$ cat config.mk
export PLATFORM = sky130hd
export DESIGN_NAME = alsu_arbiter
export DESIGN_NICKNAME = d
export VERILOG_FILES = /design/src/rtl/alsu_pkg.sv /design/src/rtl/alsu_rr_arb2.sv /design/src/rtl/alsu_arbiter.sv
export SDC_FILE = /design/constraint.sdc
export NUM_CORES = 1
export LEC_CHECK = 0
export ABC_AREA = 1
export BUFFER_PORTS_ARGS = -buffer_cell sky130_fd_sc_hd__buf_2
export CAP_MARGIN = 10
export CORE_ASPECT_RATIO = 0.75
export CORE_MARGIN = 1
export CORE_UTILIZATION = 46
export CTS_CLUSTER_DIAMETER = 30
export DETAILED_ROUTE_END_ITERATION = 10
export PLACE_DENSITY = 0.8
export SLEW_MARGIN = 25
export SYNTH_ARGS = -nofsm -noshare
export SYNTH_HDL_FRONTEND = slang
export SYNTH_SLANG_ARGS = --single-unit
$ cat constraint.sdc
create_clock -name CLK -period 1.36 [get_ports CLK]
set_clock_uncertainty 0.05 [all_clocks]
set_input_delay 0.136 -clock CLK [delete_from_list [all_inputs] [get_ports CLK]]
set_output_delay 0.136 -clock CLK [all_outputs]
set_load 0.02 [all_outputs]
$ cat src/rtl/alsu_pkg.sv
// Shared definitions for the ALSU arbiter: opcodes, command field layout,
// arbiter state encoding and the illegal-command check.
package alsu_pkg;

    localparam int CMD_W = 14;

    localparam logic [2:0] OP_AND     = 3'b000;
    localparam logic [2:0] OP_XOR     = 3'b001;
    localparam logic [2:0] OP_ADD     = 3'b010;
    localparam logic [2:0] OP_MULT    = 3'b011;
    localparam logic [2:0] OP_SHIFT   = 3'b100;
    localparam logic [2:0] OP_ROTATE  = 3'b101;
    localparam logic [2:0] OP_INVALID = 3'b110;
    localparam logic [2:0] OP_START   = 3'b111;

    localparam int OPC_MSB    = 13;
    localparam int OPC_LSB    = 11;
    localparam int A_MSB      = 10;
    localparam int A_LSB      = 8;
    localparam int B_MSB      = 7;
    localparam int B_LSB      = 5;
    localparam int CIN_BIT    = 4;
    localparam int SERIAL_BIT = 3;
    localparam int DIR_BIT    = 2;
    localparam int RED_A_BIT  = 1;
    localparam int RED_B_BIT  = 0;

    typedef enum logic [1:0] {
        IDLE  = 2'd0,
        ISSUE = 2'd1,
        WAIT  = 2'd2,
        RESP  = 2'd3
    } arb_state_e;

    // A command is illegal if its opcode is one the ALSU flags as invalid, or
    // if it asks for a reduction on anything other than AND/XOR.
    function automatic logic cmd_illegal(input logic [CMD_W-1:0] cmd);
        logic [2:0] opc;
        logic       red;
        opc = cmd[OPC_MSB:OPC_LSB];
        red = cmd[RED_A_BIT] | cmd[RED_B_BIT];
        return (opc == OP_INVALID) || (opc == OP_START) ||
               (red && (opc != OP_AND) && (opc != OP_XOR));
    endfunction

endpackage

$ cat src/rtl/alsu_rr_arb2.sv
// Two-input round-robin picker. On a tie the requester that did not win last
// time is chosen; last_grant only moves when the caller strobes advance.
module alsu_rr_arb2 (
    input  logic       clk,
    input  logic       rst,
    input  logic [1:0] req_valid,
    input  logic       advance,
    output logic [1:0] grant
);

    logic last_grant_q;
    logic last_grant_d;

    // Grant selection and last-grant update.
    always_comb begin
        grant        = 2'b00;
        last_grant_d = last_grant_q;
        if (req_valid == 2'b11) begin
            grant = last_grant_q ? 2'b01 : 2'b10;
        end else begin
            grant = req_valid;
        end
        if (advance && (grant != 2'b00)) begin
            last_grant_d = grant[1];
        end
    end

    // Reset to 1 so requester 0 wins the first tie.
    always_ff @(posedge clk) begin
        if (rst) begin
            last_grant_q <= 1'b1;
        end else begin
            last_grant_q <= last_grant_d;
        end
    end

endmodule

$ cat src/rtl/alsu_arbiter.sv
// Round-robin front end for a single shared ALSU. Serialises one command at a
// time, waits RESULT_LAT cycles for the result and returns it tagged with the
// requester ID. Illegal commands are answered locally with rsp_err.
// Optional build macro ALSU_ARB_PERF_EN adds saturating grant/error counters.
//
// state | meaning
// IDLE  | arbitrate, latch winning command, screen for illegal opcodes
// ISSUE | drive latched command onto alsu_cmd, start latency counter
// WAIT  | hold alsu_cmd, count to RESULT_LAT, capture alsu_out
// RESP  | present response until rsp_ready, then clear alsu_cmd
module alsu_arbiter
    import alsu_pkg::*;
#(
    parameter int RESULT_LAT = 4
) (
    input  logic             CLK,
    input  logic             RST,
    input  logic [1:0]       req_valid,
    output logic [1:0]       req_ready,
    input  logic [CMD_W-1:0] req_cmd0,
    input  logic [CMD_W-1:0] req_cmd1,
    output logic [CMD_W-1:0] alsu_cmd,
    input  logic [5:0]       alsu_out,
    output logic             rsp_valid,
    input  logic             rsp_ready,
    output logic             rsp_id,
    output logic [5:0]       rsp_data,
    output logic             rsp_err
`ifdef ALSU_ARB_PERF_EN
    ,
    output logic [15:0]      grant_cnt0,
    output logic [15:0]      grant_cnt1,
    output logic [7:0]       err_cnt
`endif
);

    localparam logic [3:0] LAT_CNT = 4'(RESULT_LAT);

    arb_state_e       state_q, state_d;
    logic [CMD_W-1:0] cmd_q, cmd_d;
    logic             id_q, id_d;
    logic [CMD_W-1:0] alsu_cmd_q, alsu_cmd_d;
    logic [3:0]       cnt_q, cnt_d;
    logic             rsp_valid_q, rsp_valid_d;
    logic [5:0]       rsp_data_q, rsp_data_d;
    logic             rsp_err_q, rsp_err_d;

    logic [1:0]       grant;
    logic             advance;
    logic [CMD_W-1:0] sel_cmd;
    logic             sel_illegal;

    alsu_rr_arb2 u_rr (
        .clk       (CLK),
        .rst       (RST),
        .req_valid (req_valid),
        .advance   (advance),
        .grant     (grant)
    );

    assign sel_cmd     = grant[1] ? req_cmd1 : req_cmd0;
    assign sel_illegal = cmd_illegal(sel_cmd);

    // Next-state and output logic for the transaction sequencer.
    always_comb begin
        state_d     = state_q;
        cmd_d       = cmd_q;
        id_d        = id_q;
        alsu_cmd_d  = alsu_cmd_q;
        cnt_d       = cnt_q;
        rsp_valid_d = rsp_valid_q;
        rsp_data_d  = rsp_data_q;
        rsp_err_d   = rsp_err_q;
        req_ready   = 2'b00;
        advance     = 1'b0;

        case (state_q)
            IDLE: begin
                if (req_valid != 2'b00) begin
                    advance   = 1'b1;
                    req_ready = grant;
                    cmd_d     = sel_cmd;
                    id_d      = grant[1];
                    if (sel_illegal) begin
                        rsp_err_d   = 1'b1;
                        rsp_data_d  = 6'd0;
                        rsp_valid_d = 1'b1;
                        state_d     = RESP;
                    end else begin
                        state_d = ISSUE;
                    end
                end
            end
            ISSUE: begin
                alsu_cmd_d = cmd_q;
                cnt_d      = 4'd1;
                state_d    = WAIT;
            end
            WAIT: begin
                if (cnt_q == LAT_CNT) begin
                    rsp_data_d  = alsu_out;
                    rsp_err_d   = 1'b0;
                    rsp_valid_d = 1'b1;
                    state_d     = RESP;
                end else begin
                    cnt_d = cnt_q + 4'd1;
                end
            end
            RESP: begin
                if (rsp_ready) begin
                    rsp_valid_d = 1'b0;
                    alsu_cmd_d  = '0;
                    state_d     = IDLE;
                end
            end
            default: begin
                state_d = IDLE;
            end
        endcase
    end

    // State and datapath registers; reset aborts any in-flight transaction.
    always_ff @(posedge CLK) begin
        if (RST) begin
            state_q     <= IDLE;
            cmd_q       <= '0;
            id_q        <= 1'b0;
            alsu_cmd_q  <= '0;
            cnt_q       <= 4'd0;
            rsp_valid_q <= 1'b0;
            rsp_data_q  <= 6'd0;
            rsp_err_q   <= 1'b0;
        end else begin
            state_q     <= state_d;
            cmd_q       <= cmd_d;
            id_q        <= id_d;
            alsu_cmd_q  <= alsu_cmd_d;
            cnt_q       <= cnt_d;
            rsp_valid_q <= rsp_valid_d;
            rsp_data_q  <= rsp_data_d;
            rsp_err_q   <= rsp_err_d;
        end
    end

    assign alsu_cmd  = alsu_cmd_q;
    assign rsp_valid = rsp_valid_q;
    assign rsp_id    = id_q;
    assign rsp_data  = rsp_data_q;
    assign rsp_err   = rsp_err_q;

`ifdef ALSU_ARB_PERF_EN
    logic [15:0] grant_cnt0_q, grant_cnt0_d;
    logic [15:0] grant_cnt1_q, grant_cnt1_d;
    logic [7:0]  err_cnt_q, err_cnt_d;

    // Saturating counters for accepted and rejected commands.
    always_comb begin
        grant_cnt0_d = grant_cnt0_q;
        grant_cnt1_d = grant_cnt1_q;
        err_cnt_d    = err_cnt_q;
        if (req_ready[0] && (grant_cnt0_q != 16'hFFFF)) begin
            grant_cnt0_d = grant_cnt0_q + 16'd1;
        end
        if (req_ready[1] && (grant_cnt1_q != 16'hFFFF)) begin
            grant_cnt1_d = grant_cnt1_q + 16'd1;
        end
        if (advance && sel_illegal && (err_cnt_q != 8'hFF)) begin
            err_cnt_d = err_cnt_q + 8'd1;
        end
    end

    // Counter registers.
    always_ff @(posedge CLK) begin
        if (RST) begin
            grant_cnt0_q <= 16'd0;
            grant_cnt1_q <= 16'd0;
            err_cnt_q    <= 8'd0;
        end else begin
            grant_cnt0_q <= grant_cnt0_d;
            grant_cnt1_q <= grant_cnt1_d;
            err_cnt_q    <= err_cnt_d;
        end
    end

    assign grant_cnt0 = grant_cnt0_q;
    assign grant_cnt1 = grant_cnt1_q;
    assign err_cnt    = err_cnt_q;
`endif

endmodule

==> metrics.log <==
[metrics] endpoint type of the worst setup path: flip-flop
[metrics] pin count of the biggest net entering global routing: 30
[metrics] clock latency on the worst-skew pair: ~0.30 ns
[metrics] CTS Root Buffer Type: sky130_fd_sc_hd__clkbuf_8
[metrics] vias in the first global route: 2082
[metrics] most area-consuming cells after synthesis: sky130_fd_sc_hd__dfxtp_1 42%, sky130_fd_sc_hd__nand2_1 12%, sky130_fd_sc_hd__nand3_1 9.1%, sky130_fd_sc_hd__a21oi_1 7.7%, sky130_fd_sc_hd__inv_1 4.7%
[metrics] die footprint: 4802 um^2
[metrics] startpoint types: flip-flop
[metrics] number of cells on the critical path: 9
[metrics] Core ar.: 4204 um^2
[metrics] destination of the critical timing path: state_q[1]
[metrics] share of the core filled with cells in the final layout: between 70 and 80%
[metrics] total clock buffers created by CTS: 5
[metrics] initial cell density of the core: 49.52%
[metrics] final routed wire length divided by cell count: approximately 14 um
[metrics] Seq/Total Area, Yosys: about 42%
[metrics] list of cells traversed by the critical path: buf_4 > ha_2 > inv_4 > nor2_2 > inv_1 > nand3_2 > inv_1 > o21ai_0 > a21oi_1
[metrics] measured slew at the worst slew-check pin: 0.2144 ns
[metrics] Critical Path Max Stage Delay: 0.36 ns
[metrics] area share of the leading cell type in the synthesized netlist: 42.31%
[metrics] RSZ-0062 raised after global routing: yes
[metrics] height of the die: approximately 60 um
[metrics] Register-to-Register Path Depth: 9
[metrics] number of synthesized register bits: 44
[metrics] kind of critical path: flip-flop to flip-flop
[metrics] Max Cap Viol: 0
[metrics] Post-synth EDFFs: 0
[metrics] count of distinct cell types in the synthesized netlist: 28
[metrics] relative contribution of sequential cells to total power: slightly below 30%
[metrics] Critical R2R Launch: state_q[0]
[metrics] overall power: roughly 6.3 mW
[metrics] violated checks: negative setup slack
[metrics] sink count of the clock tree: 44
[metrics] final worst setup slack: -0.1760 ns
[metrics] most used standard cell by instance count after synthesis: sky130_fd_sc_hd__nand2_1
[metrics] maximum number of buffers from clock root to sink: 2
[metrics] number of I/O port buffers: 63
[metrics] cell type with the largest total area after synthesis: sky130_fd_sc_hd__dfxtp_1
[metrics] register area: 888.4 um^2
[metrics] area post-placement: 2713 um^2
[metrics] remaining number of nets flagged by the antenna check after routing: 0
[metrics] worst setup slack for register-to-register paths: -0.18 ns
[metrics] NumNets Final: 421
[metrics] hold-fix buffers at CTS: 0
[metrics] commonest cells in the netlist: 65 x sky130_fd_sc_hd__nand2_1, 44 x sky130_fd_sc_hd__dfxtp_1, 38 x sky130_fd_sc_hd__nand3_1
[metrics] kind of path behind the tightest hold check: primary input to flip-flop
[metrics] routed wire length: 6.030 mm
[metrics] worst path bufs/invs: 4
[metrics] number of levels the H-tree was split into: 2
[metrics] drt drc: 0
[metrics] min-delay src: req_cmd1[7]
[metrics] Final Setup Violations: 19
[metrics] power density over the cells: approximately 2100 nW/um^2
[metrics] final setup TNS: -1.303 ns
[metrics] delay-heaviest family, CP: flip-flops
[metrics] count of fill cells added during filler insertion: between 300 and 400
[metrics] FFs w/ async S/R, synth: 0%
[metrics] LEAKAGE: 1.430 nW
[metrics] arrival time worst endpoint: 1.68 ns
[metrics] slowest CP cell: sky130_fd_sc_hd__dfxtp_2
[metrics] proportion of total power due to net switching: 42.02%
[metrics] initial antenna violation count: 0
[metrics] Cell Area, Synth: around 2100 um^2
[metrics] Finished Cell Area: 3038 um^2
[metrics] Mapped Cells: 286
[metrics] count of vias placed by the detailed router: 2304
[metrics] number of non-filler instances in the completed layout: approximately 430
[metrics] residual overflow from global routing: 0
[metrics] total number of yosys warnings: 0
[metrics] # IOs: 64
[metrics] router iterations before antenna repair: 4
[metrics] combined global-route utilization of all metal layers: 24.66%
[metrics] main flop type after synthesis: sky130_fd_sc_hd__dfxtp_1
[metrics] status: finished, violations left
[metrics] share of the clock period used by the worst path after layout: 112.9%
[metrics] top fanout value on the critical path: 4
[metrics] die width: between 70 and 80 um
[metrics] average via count per standard cell: 5.346
[metrics] Combinational Power Share: 57.7%
[metrics] timing startpoint of the critical path: state_q[0]
[metrics] DP Wirelength: about 3.9 mm
[metrics] layout overhead on the synthesized area: 45.91%
[metrics] share of post-route cells with drive strength above 1: 40.69%
[metrics] initial DRC count: 197
[metrics] Switch Pwr: 2.662 mW
[metrics] maximum resistive drop on vdd: 1140 uV
[metrics] cell type with the highest occurrence count on the critical path: sky130_fd_sc_hd__inv_1
[metrics] Power Internal: 3.674 mW
[metrics] capture point of the worst reg-to-reg path: state_q[1]
[metrics] ant diodes: 0
[metrics] routability cong.: 0.7862
[metrics] combined area of the multi-input logic cells: 1172 um^2
[metrics] TritonCTS clock tree: built
[metrics] post-synthesis net count: approximately 330
[metrics] number of endpoints with negative hold slack in the final report: 0
[metrics] global-route wire length before repair: ~9.1 mm
[metrics] Row Count: 20
[metrics] Tmin final: ~1.5 ns
[metrics] synthesized area per cell: 7.280 um^2
[metrics] clock-pin transition on the worst setup and hold timing paths: 0.09 ns
[metrics] f_max: 0.6511 GHz
[metrics] Clock Power Share: 12.5%
[metrics] remaining max-slew budget at the tightest pin: a little under nine tenths
[metrics] max-slew violation count: 0
[metrics] number of cells after detailed placement: approximately 420
[metrics] CP Data Required Time: around 1.5 ns
## how the worst min path moves through the flow
stage	to	slack, ns	cells past startpoint
2_1_floorplan	cmd_q[10]	0.25	2
3_3_place_gp	cmd_q[10]	0.36	3
3_5_place_dp	cmd_q[2]	0.36	3
4_1_cts	cmd_q[7]	0.05	3
5_1_grt	cmd_q[8]	0.06	3
6_report	cmd_q[7]	0.04	3
## flip-flops by register name, summed over array words and instances (netlist names)
signal	count
cmd_q	14
rsp_valid	1
alsu_cmd	14
rsp_err	1
rsp_data	6
rsp_id	1
u_rr.last_grant_q	1
state_q	2
cnt_q	4
## cell type report
type	count	share of cell area, %
inverter	28	3.913
sequential	44	29.24
timing repair buffer	100	23.43
clock buffer	6	2.389
clock inverter	1	0.1647
tap	55	2.265
multi-input combinational	197	38.59
## logic make-up after synthesis
family | after synthesis | share of synthesized area (%)
adder cells (fa/ha/maj) | 6 | 3.606
XOR/XNOR | 1 | 0.4207
AND/OR/NAND/NOR | 126 | 27.76
buffers and inverters | 45 | 9.194
AO/OA/AOI/OAI | 64 | 16.71
flip-flops | 44 | 42.31
## power groups by stage
stage / clock [mW] / combinational (mW) / sequential (mW)
2_1_floorplan: 0 / 1.61 / 2.03
3_3_place_gp: 0 / 2.75 / 1.87
3_5_place_dp: 0 / 2.86 / 1.88
4_1_cts: 0.787 / 3.13 / 1.88
5_1_grt: 0.833 / 3.93 / 1.93
6_report: 0.791 / 3.65 / 1.89
## placed cells by master (no fill, tap or decap), drive strengths merged
cell and instances:
a211oi 1, a21oi 33, a311o 1, a31oi 10, buf 99, clkbuf 7
clkinv 2, dfxtp 44, ha 6, inv 27, nand2 68, nand3 41
nand3b 3, nor2 13, nor3 1, o21ai 19, xor2 1
## timing repair
item                                    4_1_cts  5_1_grt
pin swaps                                     5        9
setup buffers                                 3        1
resized for setup                            24       31
gates cloned                                  0        1
endpoints found under the setup margin       31       43
## through the flow
step	setup WS, ns	hold WS (ns)
floorplan	-0.009574	0.2469
finish	-0.1760	0.04397
global route	-0.2663	0.06410
detailed placement	-0.1487	0.3578
global placement	-0.06741	0.3564
CTS	-0.08286	0.04682
## routing by layer
layer  track usage, %  routed length [um]
met1            29.89                2519
met2            42.74                2851
met3            6.412                 508
met4            8.312                 151
met5                0                   0
## worst min-delay path: cells and delay by family
family,cells,cell delay [ns]
AO/OA/AOI/OAI,1,0.07
buffers and inverters,1,0.09
AND/OR/NAND/NOR,1,0.05
(Power assumes the default switching activity.)
